`config.mk`:
```
export PLATFORM = sky130hd
export DESIGN_NAME = pc_ir_unit_flat
export DESIGN_NICKNAME = d
export VERILOG_FILES = /design/src/rtl/pc_ir_if.sv /design/src/rtl/pc_ir_unit.sv /design/src/flat_wrapper.sv
export SDC_FILE = /design/constraint.sdc
export NUM_CORES = 1
export LEC_CHECK = 0
export CORE_MARGIN = 5
export CORE_UTILIZATION = 40
export CTS_CLUSTER_SIZE = 25
export DETAILED_ROUTE_END_ITERATION = 7
export GPL_TIMING_DRIVEN = 1
export PLACE_DENSITY = 0.8
export SLEW_MARGIN = 10
export SYNTH_ARGS = -nofsm -noshare
export SYNTH_HDL_FRONTEND = slang
export SYNTH_SLANG_ARGS = --single-unit
```
`constraint.sdc`:
```
create_clock -name clk -period 2.44 [get_ports clk]
set_input_delay 0.488 -clock clk [delete_from_list [all_inputs] [get_ports clk]]
set_output_delay 0.488 -clock clk [all_outputs]
set_load 0.01 [all_outputs]
```
`src/rtl/pc_ir_if.sv`:
```
// Fetch-side bundle between the control FSM/ALU/instruction memory and the PC/IR unit.
// The master drives strobes and ALU/memory data; the slave returns the architectural registers.
interface pc_ir_if #(
    parameter int XLEN = 32
);
    logic            pc_write;
    logic            pc_write_cond;
    logic            pc_source;
    logic            ir_write;
    logic [XLEN-1:0] alu_result;
    logic            alu_zero;
    logic            alu_neg;
    logic            alu_ovf;
    logic            alu_carry;
    logic [31:0]     mem_rdata;

    logic [XLEN-1:0] pc;
    logic [XLEN-1:0] old_pc;
    logic [31:0]     instr;
    logic [6:0]      instruction_opcode;
    logic [XLEN-1:0] alu_out;
    logic            branch_taken;
    logic            misaligned;
    logic [31:0]     instret;

    modport master (
        output pc_write, pc_write_cond, pc_source, ir_write,
        output alu_result, alu_zero, alu_neg, alu_ovf, alu_carry, mem_rdata,
        input  pc, old_pc, instr, instruction_opcode, alu_out,
        input  branch_taken, misaligned, instret
    );

    modport slave (
        input  pc_write, pc_write_cond, pc_source, ir_write,
        input  alu_result, alu_zero, alu_neg, alu_ovf, alu_carry, mem_rdata,
        output pc, old_pc, instr, instruction_opcode, alu_out,
        output branch_taken, misaligned, instret
    );
endinterface

```
`src/rtl/pc_ir_unit.sv`:
```
// Multicycle fetch-side registers: PC, OldPC, IR, ALUOut, retired-instruction count,
// plus the branch-condition evaluation fed back to the control FSM.
module pc_ir_unit #(
    parameter int              XLEN         = 32,
    parameter logic [XLEN-1:0] RESET_VECTOR = '0
) (
    input  logic  clk,
    input  logic  rst_n,
    pc_ir_if.slave bus
);
    typedef enum logic [2:0] {
        F3_BEQ  = 3'b000,
        F3_BNE  = 3'b001,
        F3_BLT  = 3'b100,
        F3_BGE  = 3'b101,
        F3_BLTU = 3'b110,
        F3_BGEU = 3'b111
    } branch_f3_e;

    logic [XLEN-1:0] pc_q;
    logic [XLEN-1:0] old_pc_q;
    logic [XLEN-1:0] alu_out_q;
    logic [31:0]     instr_q;
    logic [31:0]     instret_q;
    logic            misaligned_q;

    logic            taken;
    logic            pc_update;
    logic [XLEN-1:0] target;

    // NOTE: every variable written in always_comb gets a default first, so no path infers a latch.
    always_comb begin
        taken = 1'b0;
        case (instr_q[14:12])
            F3_BEQ:  taken = bus.alu_zero;
            F3_BNE:  taken = !bus.alu_zero;
            F3_BLT:  taken = bus.alu_neg ^ bus.alu_ovf;
            F3_BGE:  taken = !(bus.alu_neg ^ bus.alu_ovf);
            F3_BLTU: taken = !bus.alu_carry;
            F3_BGEU: taken = bus.alu_carry;
            default: taken = 1'b0;
        endcase
    end

    // pc_write dominates; the conditional strobe only matters on its own.
    assign pc_update = bus.pc_write || (bus.pc_write_cond && taken);
    assign target    = bus.pc_source ? alu_out_q : bus.alu_result;

    // NOTE: sequential state uses non-blocking assignments so all registers sample pre-edge values.
    always_ff @(posedge clk or negedge rst_n) begin
        if (!rst_n) begin
            pc_q         <= RESET_VECTOR;
            old_pc_q     <= '0;
            alu_out_q    <= '0;
            instr_q      <= '0;
            instret_q    <= '0;
            misaligned_q <= 1'b0;
        end else begin
            alu_out_q <= bus.alu_result;
            if (pc_update) begin
                pc_q <= {target[XLEN-1:2], 2'b00};
                if (target[1:0] != 2'b00) begin
                    misaligned_q <= 1'b1;
                end
            end
            // old_pc captures the pre-edge PC even when a FETCH also advances pc.
            if (bus.ir_write) begin
                instr_q   <= bus.mem_rdata;
                old_pc_q  <= pc_q;
                instret_q <= instret_q + 32'd1;
            end
        end
    end

    assign bus.pc                 = pc_q;
    assign bus.old_pc             = old_pc_q;
    assign bus.instr              = instr_q;
    assign bus.instruction_opcode = instr_q[6:0];
    assign bus.alu_out            = alu_out_q;
    assign bus.branch_taken       = taken;
    assign bus.misaligned         = misaligned_q;
    assign bus.instret            = instret_q;
endmodule
```
`src/flat_wrapper.sv`:
```
// flat-port wrapper written by rule: the top's interface ports become plain ports
module pc_ir_unit_flat 
#(
    parameter int              XLEN         = 32,
    parameter logic [XLEN-1:0] RESET_VECTOR = '0
)
  (clk, rst_n, bus_pc_write, bus_pc_write_cond, bus_pc_source, bus_ir_write, bus_alu_result, bus_alu_zero, bus_alu_neg, bus_alu_ovf, bus_alu_carry, bus_mem_rdata, bus_pc, bus_old_pc, bus_instr, bus_instruction_opcode, bus_alu_out, bus_branch_taken, bus_misaligned, bus_instret);
  pc_ir_if #(.XLEN(XLEN)) bus_i ();
  input  logic clk;
  input  logic rst_n;
  input wire logic [$bits(bus_i.pc_write)-1:0] bus_pc_write;
  input wire logic [$bits(bus_i.pc_write_cond)-1:0] bus_pc_write_cond;
  input wire logic [$bits(bus_i.pc_source)-1:0] bus_pc_source;
  input wire logic [$bits(bus_i.ir_write)-1:0] bus_ir_write;
  input wire logic [$bits(bus_i.alu_result)-1:0] bus_alu_result;
  input wire logic [$bits(bus_i.alu_zero)-1:0] bus_alu_zero;
  input wire logic [$bits(bus_i.alu_neg)-1:0] bus_alu_neg;
  input wire logic [$bits(bus_i.alu_ovf)-1:0] bus_alu_ovf;
  input wire logic [$bits(bus_i.alu_carry)-1:0] bus_alu_carry;
  input wire logic [$bits(bus_i.mem_rdata)-1:0] bus_mem_rdata;
  output wire logic [$bits(bus_i.pc)-1:0] bus_pc;
  output wire logic [$bits(bus_i.old_pc)-1:0] bus_old_pc;
  output wire logic [$bits(bus_i.instr)-1:0] bus_instr;
  output wire logic [$bits(bus_i.instruction_opcode)-1:0] bus_instruction_opcode;
  output wire logic [$bits(bus_i.alu_out)-1:0] bus_alu_out;
  output wire logic [$bits(bus_i.branch_taken)-1:0] bus_branch_taken;
  output wire logic [$bits(bus_i.misaligned)-1:0] bus_misaligned;
  output wire logic [$bits(bus_i.instret)-1:0] bus_instret;
  assign bus_i.pc_write = bus_pc_write;
  assign bus_i.pc_write_cond = bus_pc_write_cond;
  assign bus_i.pc_source = bus_pc_source;
  assign bus_i.ir_write = bus_ir_write;
  assign bus_i.alu_result = bus_alu_result;
  assign bus_i.alu_zero = bus_alu_zero;
  assign bus_i.alu_neg = bus_alu_neg;
  assign bus_i.alu_ovf = bus_alu_ovf;
  assign bus_i.alu_carry = bus_alu_carry;
  assign bus_i.mem_rdata = bus_mem_rdata;
  assign bus_pc = bus_i.pc;
  assign bus_old_pc = bus_i.old_pc;
  assign bus_instr = bus_i.instr;
  assign bus_instruction_opcode = bus_i.instruction_opcode;
  assign bus_alu_out = bus_i.alu_out;
  assign bus_branch_taken = bus_i.branch_taken;
  assign bus_misaligned = bus_i.misaligned;
  assign bus_instret = bus_i.instret;
  pc_ir_unit #(.XLEN(XLEN), .RESET_VECTOR(RESET_VECTOR)) u_core (.clk(clk), .rst_n(rst_n), .bus(bus_i));
endmodule
```
# After elaboration in Yosys (flattened, before gate mapping)
# Index checks and enable logic that the tools add are counted.
classes:
  muxes: 2
  n_reduce_logical: 8
  bitwise: 1
  n_addsub: 1
  eq_ne: 5
ops:
  columns: ["operator", "count"]
  rows:
  - ["adder 32 x 1 -> 32 bit, second input constant", 1]
  - ["two-way mux 32 bit", 1]
  - ["== test 3 bit, second input constant", 4]
  - ["one-hot mux 1 bit (6 select lines)", 1]
  - ["== test 3 x 1 -> 1 bit, second input constant", 1]
  - ["logical NOT 1 bit", 3]
  - ["logical NOT 3 bit", 1]
  - ["AND reduction 2 bit", 1]
  - ["nonzero test 2 bit", 1]
  - ["logical AND 1 bit", 1]
  - ["logical OR 1 bit", 1]
  - ["bitwise XOR 1 bit", 1]
word_totals:
  elab_cells: 23
  ff_bits: 157
  out_inout_bits: 169

# Logic depth before layout (Yosys ltp)
logic_depth:
  ltp_word: 6
  mapped_depth: 6
  depth_no_buf: 5

# Worst setup path before layout
# Ideal clock, no wire load.
synth_path:
  path_type: "flip-flop to flip-flop"
  start: "reg u_core.instr_q[12], in the netlist u_core.bus.instr[12]"
  end: "reg u_core.pc_q[10], in the netlist u_core.bus.pc[10]"
  period_less_slack_ns: 1.837
  n_path_buf: 1
  slack_ns: 0.603
  required_time_ns: 2.315
  stages_incl_launch_ff: 6
  t_arrival_ns: 1.712
  setup_ns: 0.125
  path_cell_list: "dfrtp_1 xnor3_1 nand3b_2 a41oi_4 buf_6 mux2_4"
synth_via:
  elab_chain_cells: 4
  elab_cells_between_ends: 9
  classes_between: "eq/ne: 5; mux: 1; reduce/logical: 3"
synth_lines:
  columns: ["item", "line_no", "source"]
  rows:
  - ["start: declaration", "pc_ir_unit.sv:23", "logic [31:0] instr_q;"]
  - ["start signal: assignment", "pc_ir_unit.sv:68", "instr_q <= bus.mem_rdata;"]
  - ["== test 3 bit (tied with other cells)", "pc_ir_unit.sv:34", "case (instr_q[14:12])"]
  - ["one-hot mux 1 bit (6 select lines) *", "pc_ir_unit.sv:34", null]
  - ["logical AND 1 bit *", "pc_ir_unit.sv:46", "assign pc_update = bus.pc_write || (bus.pc_write_cond && taken);"]
  - ["logical OR 1 bit *", "pc_ir_unit.sv:46", null]
  - ["end signal: assignment", "pc_ir_unit.sv:61", "pc_q <= {target[XLEN-1:2], 2'b00};"]
  - ["end: declaration", "pc_ir_unit.sv:20", "logic [XLEN-1:0] pc_q;"]
# Every way passes the cells marked *; elsewhere a longest branch is shown, timed or not.
# A chain may end at the register's enable or synchronous reset.

# Worst setup path after layout
layout_path:
  start: "in bus_alu_ovf"
  end: "out bus_branch_taken"
layout_via:
  elab_chain_cells: 3
layout_lines:
  columns: ["item", "line_no", "source"]
  rows:
  - ["start: declaration", "flat_wrapper.sv:18", "input wire logic [$bits(bus_i.alu_ovf)-1:0] bus_alu_ovf;"]
  - ["bitwise XOR 1 bit *", "pc_ir_unit.sv:37, pc_ir_unit.sv:38", null]
  - ["logical NOT 1 bit", "pc_ir_unit.sv:38", "F3_BGE: taken = !(bus.alu_neg ^ bus.alu_ovf);"]
  - ["one-hot mux 1 bit (6 select lines) *", "pc_ir_unit.sv:34", null]
  - ["end: declaration", "flat_wrapper.sv:26", "output wire logic [$bits(bus_i.branch_taken)-1:0] bus_branch_taken;"]
# Marked as above.

==> out/summary.txt <==
DR pass1 iterations: 4
Hold Path Class: primary input to async pin
setup TNS: 0 ns
clk root buf: clkbuf_16
Critical Path End Type: output port
worst-skew pair later-pin latency: 0.42 ns
Nets: 734
Clock Sinks: 157
post-DR vias/cell: 4.78
Critical Path Sink: bus_branch_taken
Reg2Reg Setup Slack: 0.37 ns
detailed-route via count: 4241
Inserted Clock Buffers: 17
vias in the first global route: 4802
Post-synth EDFFs: 0
Die ar.: 0.0185 sq mm
clock-pin slew on the worst setup and hold paths: 0.06 ns
largest area contributor in the netlist: dfrtp_1
register area share after synthesis: 61.8%
Post-Synth XOR/XNOR Area: 4.62%
Tmin final: 2.34 ns
num ports: 243
Layout area overhead: 51.5%
largest net degree at the start of global routing: 53
Longest Clk Path Bufs: 2
post-synthesis cell area: 0.00636 sq mm
Starting Density: 40.3%
reg-to-reg startpoint: u_core.bus.instr[12]
# rows: 46
adder-cell area share of the yosys netlist: 0.197%
initial drt markers: 130
setup bufs post-CTS: 0
initial antenna violation count: 0
Post-CTS Hold Buffers: 0
Core Box Area: 0.0158 sq mm
final instance area: 0.00964 sq mm
most frequent cell after synthesis: dfrtp_1
Worst VDD drop: 0.485 mV
gr ovfl total: 0
GPL Wtd Cong: 0.800
CTS tree: yes
H-tree depth: 4
first-pass GRT wire length: 25800 um
DR WL/cell: 18.1 um
Die W: 136 um
count of different cell masters after synthesis: 34
Slew HR: 52.6%
Slew @ Worst Pin: 0.706 ns
RSZ-0062 raised after global routing: no
Synth top area share: 61.8%
Mapped Cells: 415
P_leak: 4.05 nW
CP required: 1.95 ns
Worst Setup SP: bus_alu_ovf
post-synthesis compound-gate area fraction: 0.924%
critical path class: primary input to output port
number of diodes: 0
Remaining DRCs: 0
Final Hold Vio Count: 0
Worst Skew: 0.00549 ns
run status: complete, no violations
Cell Pwr Density: 794 mW/mm^2
worst-case reg-to-reg path depth: 6
mux cell area share after synthesis: 23.5%
number of buffers added on ports: 238
simple-gate share of the synthesized area: 5.74%
max-cap violation count: 0
reg2reg end: u_core.bus.pc[31]
placed cell areas: 0.00900 sq mm
top cells by area, synth: dfrtp_1 (62%), mux2_2 (17%), mux2_4 (6.8%), xnor2_1 (3.9%), nand4_1 (1.6%)
Crit path arrival time: 1.86 ns
Final Routed Wirelength: 16100 um
asr flop ratio synth: 100%
fraction of layout cells with a size suffix above 1: 26.3%
peak fanout along the critical path: 2
crit start category: primary input
ys flop type: dfrtp_1
Avg Cell Area, Syn: 15.3 sq um
chip height: 136 um
final max-slew violation count: 0
largest family of logic cells by synthesized area: multiplexers
flops & latches, synth: 157
Synth Warn #: 0
Final ANT Viol Nets: 0
final setup violation count: 0
synth cell count leaders: dfrtp_1 (157), mux2_2 (94), mux2_4 (29)
Detailed Place HPWL: 11800 um
fmax: 427 MHz
Tcrit/Tclk final: 96.0%
gr usage total: 18.1%
[power breakdown]
part / total, mW / switching, mW / leakage [nW] / internal (mW)
logic: 1.64 / 0.609 / 1.86 / 1.03
clock network: 2.83 / 1.06 / 0.307 / 1.78
registers: 3.18 / 0.257 / 1.89 / 2.92
total: 7.65 / 1.92 / 4.05 / 5.73
[cell families after synthesis]
logic type,count (synthesis)
buffers and inverters,33
AND/OR/NAND/NOR,63
AO/OA/AOI/OAI,5
adder cells (fa/ha/maj),1
XOR/XNOR,32
flip-flops,157
multiplexers,123
other,1
[worst max-delay path, stage by stage]
cell,delay (ns)
clkdlybuf4s50_1,0.48
xnor3_1,0.32
nand3b_2,0.09
and4_2,0.21
dlygate4sd2_1,0.27
[placed cells by master, fill, tap and decap left out, types with 2 or more instances in the layout]
cell	count
and3_1	4
xor2_1	3
mux2_4	29
conb_1	4
bufinv_16	4
dfrtp_1	156
nand3_1	13
mux2_2	94
clkbuf_8	2
clkdlybuf4s50_1	235
o21bai_1	2
inv_6	2
clkinv_4	3
buf_12	5
and2_1	3
nand2_1	9
xnor2_1	28
nand4_1	16
and2b_1	2
clkinvlp_4	2
buf_4	9
inv_1	3
nor2_1	8
clkbuf_16	17
[state kept, by name (all words and copies together) (netlist names)]
name                   flops
u_core.bus.pc             30
u_core.bus.instret        32
u_core.bus.misaligned      1
u_core.bus.alu_out        32
u_core.bus.instr          32
u_core.bus.old_pc         30
[what timing repair did]
item	CTS	global route
hold endpoints to repair	0	0
gates resized for setup	2	0
endpoints found under the setup margin	1	0
[layout make-up]
type	instances	area, sq um
clock buffers	20	457
clock inverters	12	184
fillers	1200	6130
inverters	3	11.3
multi-input cells	228	2240
flip-flops and latches	157	3930
well taps	216	270
repair buffers	252	2540
[worst min-delay path by stage]
stage / startpoint / depth (start not counted) / end
2_1_floorplan: rst_n / 0 / u_core.bus.alu_out[0]
3_3_place_gp: u_core.bus.misaligned / 1 / u_core.bus.misaligned
3_5_place_dp: u_core.bus.instret[31] / 1 / u_core.bus.instret[31]
4_1_cts: rst_n / 1 / u_core.bus.instr[21]
5_1_grt: rst_n / 1 / u_core.bus.instr[22]
6_report: rst_n / 1 / u_core.bus.instret[10]
[through the flow]
step	util [%]	std cells	total power, mW	setup slack, ns	hold WS, ns
floorplan	-	418	3.86	0.603	0.192
global placement	57.0	856	4.82	-0.161	0.460
finish	61.1	888	7.65	0.0965	0.0293
CTS	61.1	888	7.76	0.0753	0.0316
detailed placement	57.0	856	4.89	-0.179	0.477
global route	61.1	888	8.01	0.0287	0.0509
[routing by layer]
| layer | share of wire, % | wire (um) | up-vias | GRT usage, % |
|---|---|---|---|---|
| met5 | 0 | 0 | - | 0 |
| met3 | 8.4 | 1350 | 33 | 7.44 |
| met1 | 38 | 6070 | 2123 | 20.1 |
| li1 | - | - | 1926 | - |
| met4 | 2.7 | 435 | 0 | 7.84 |
| met2 | 51 | 8240 | 159 | 30.5 |
(Power assumes the default switching activity.)
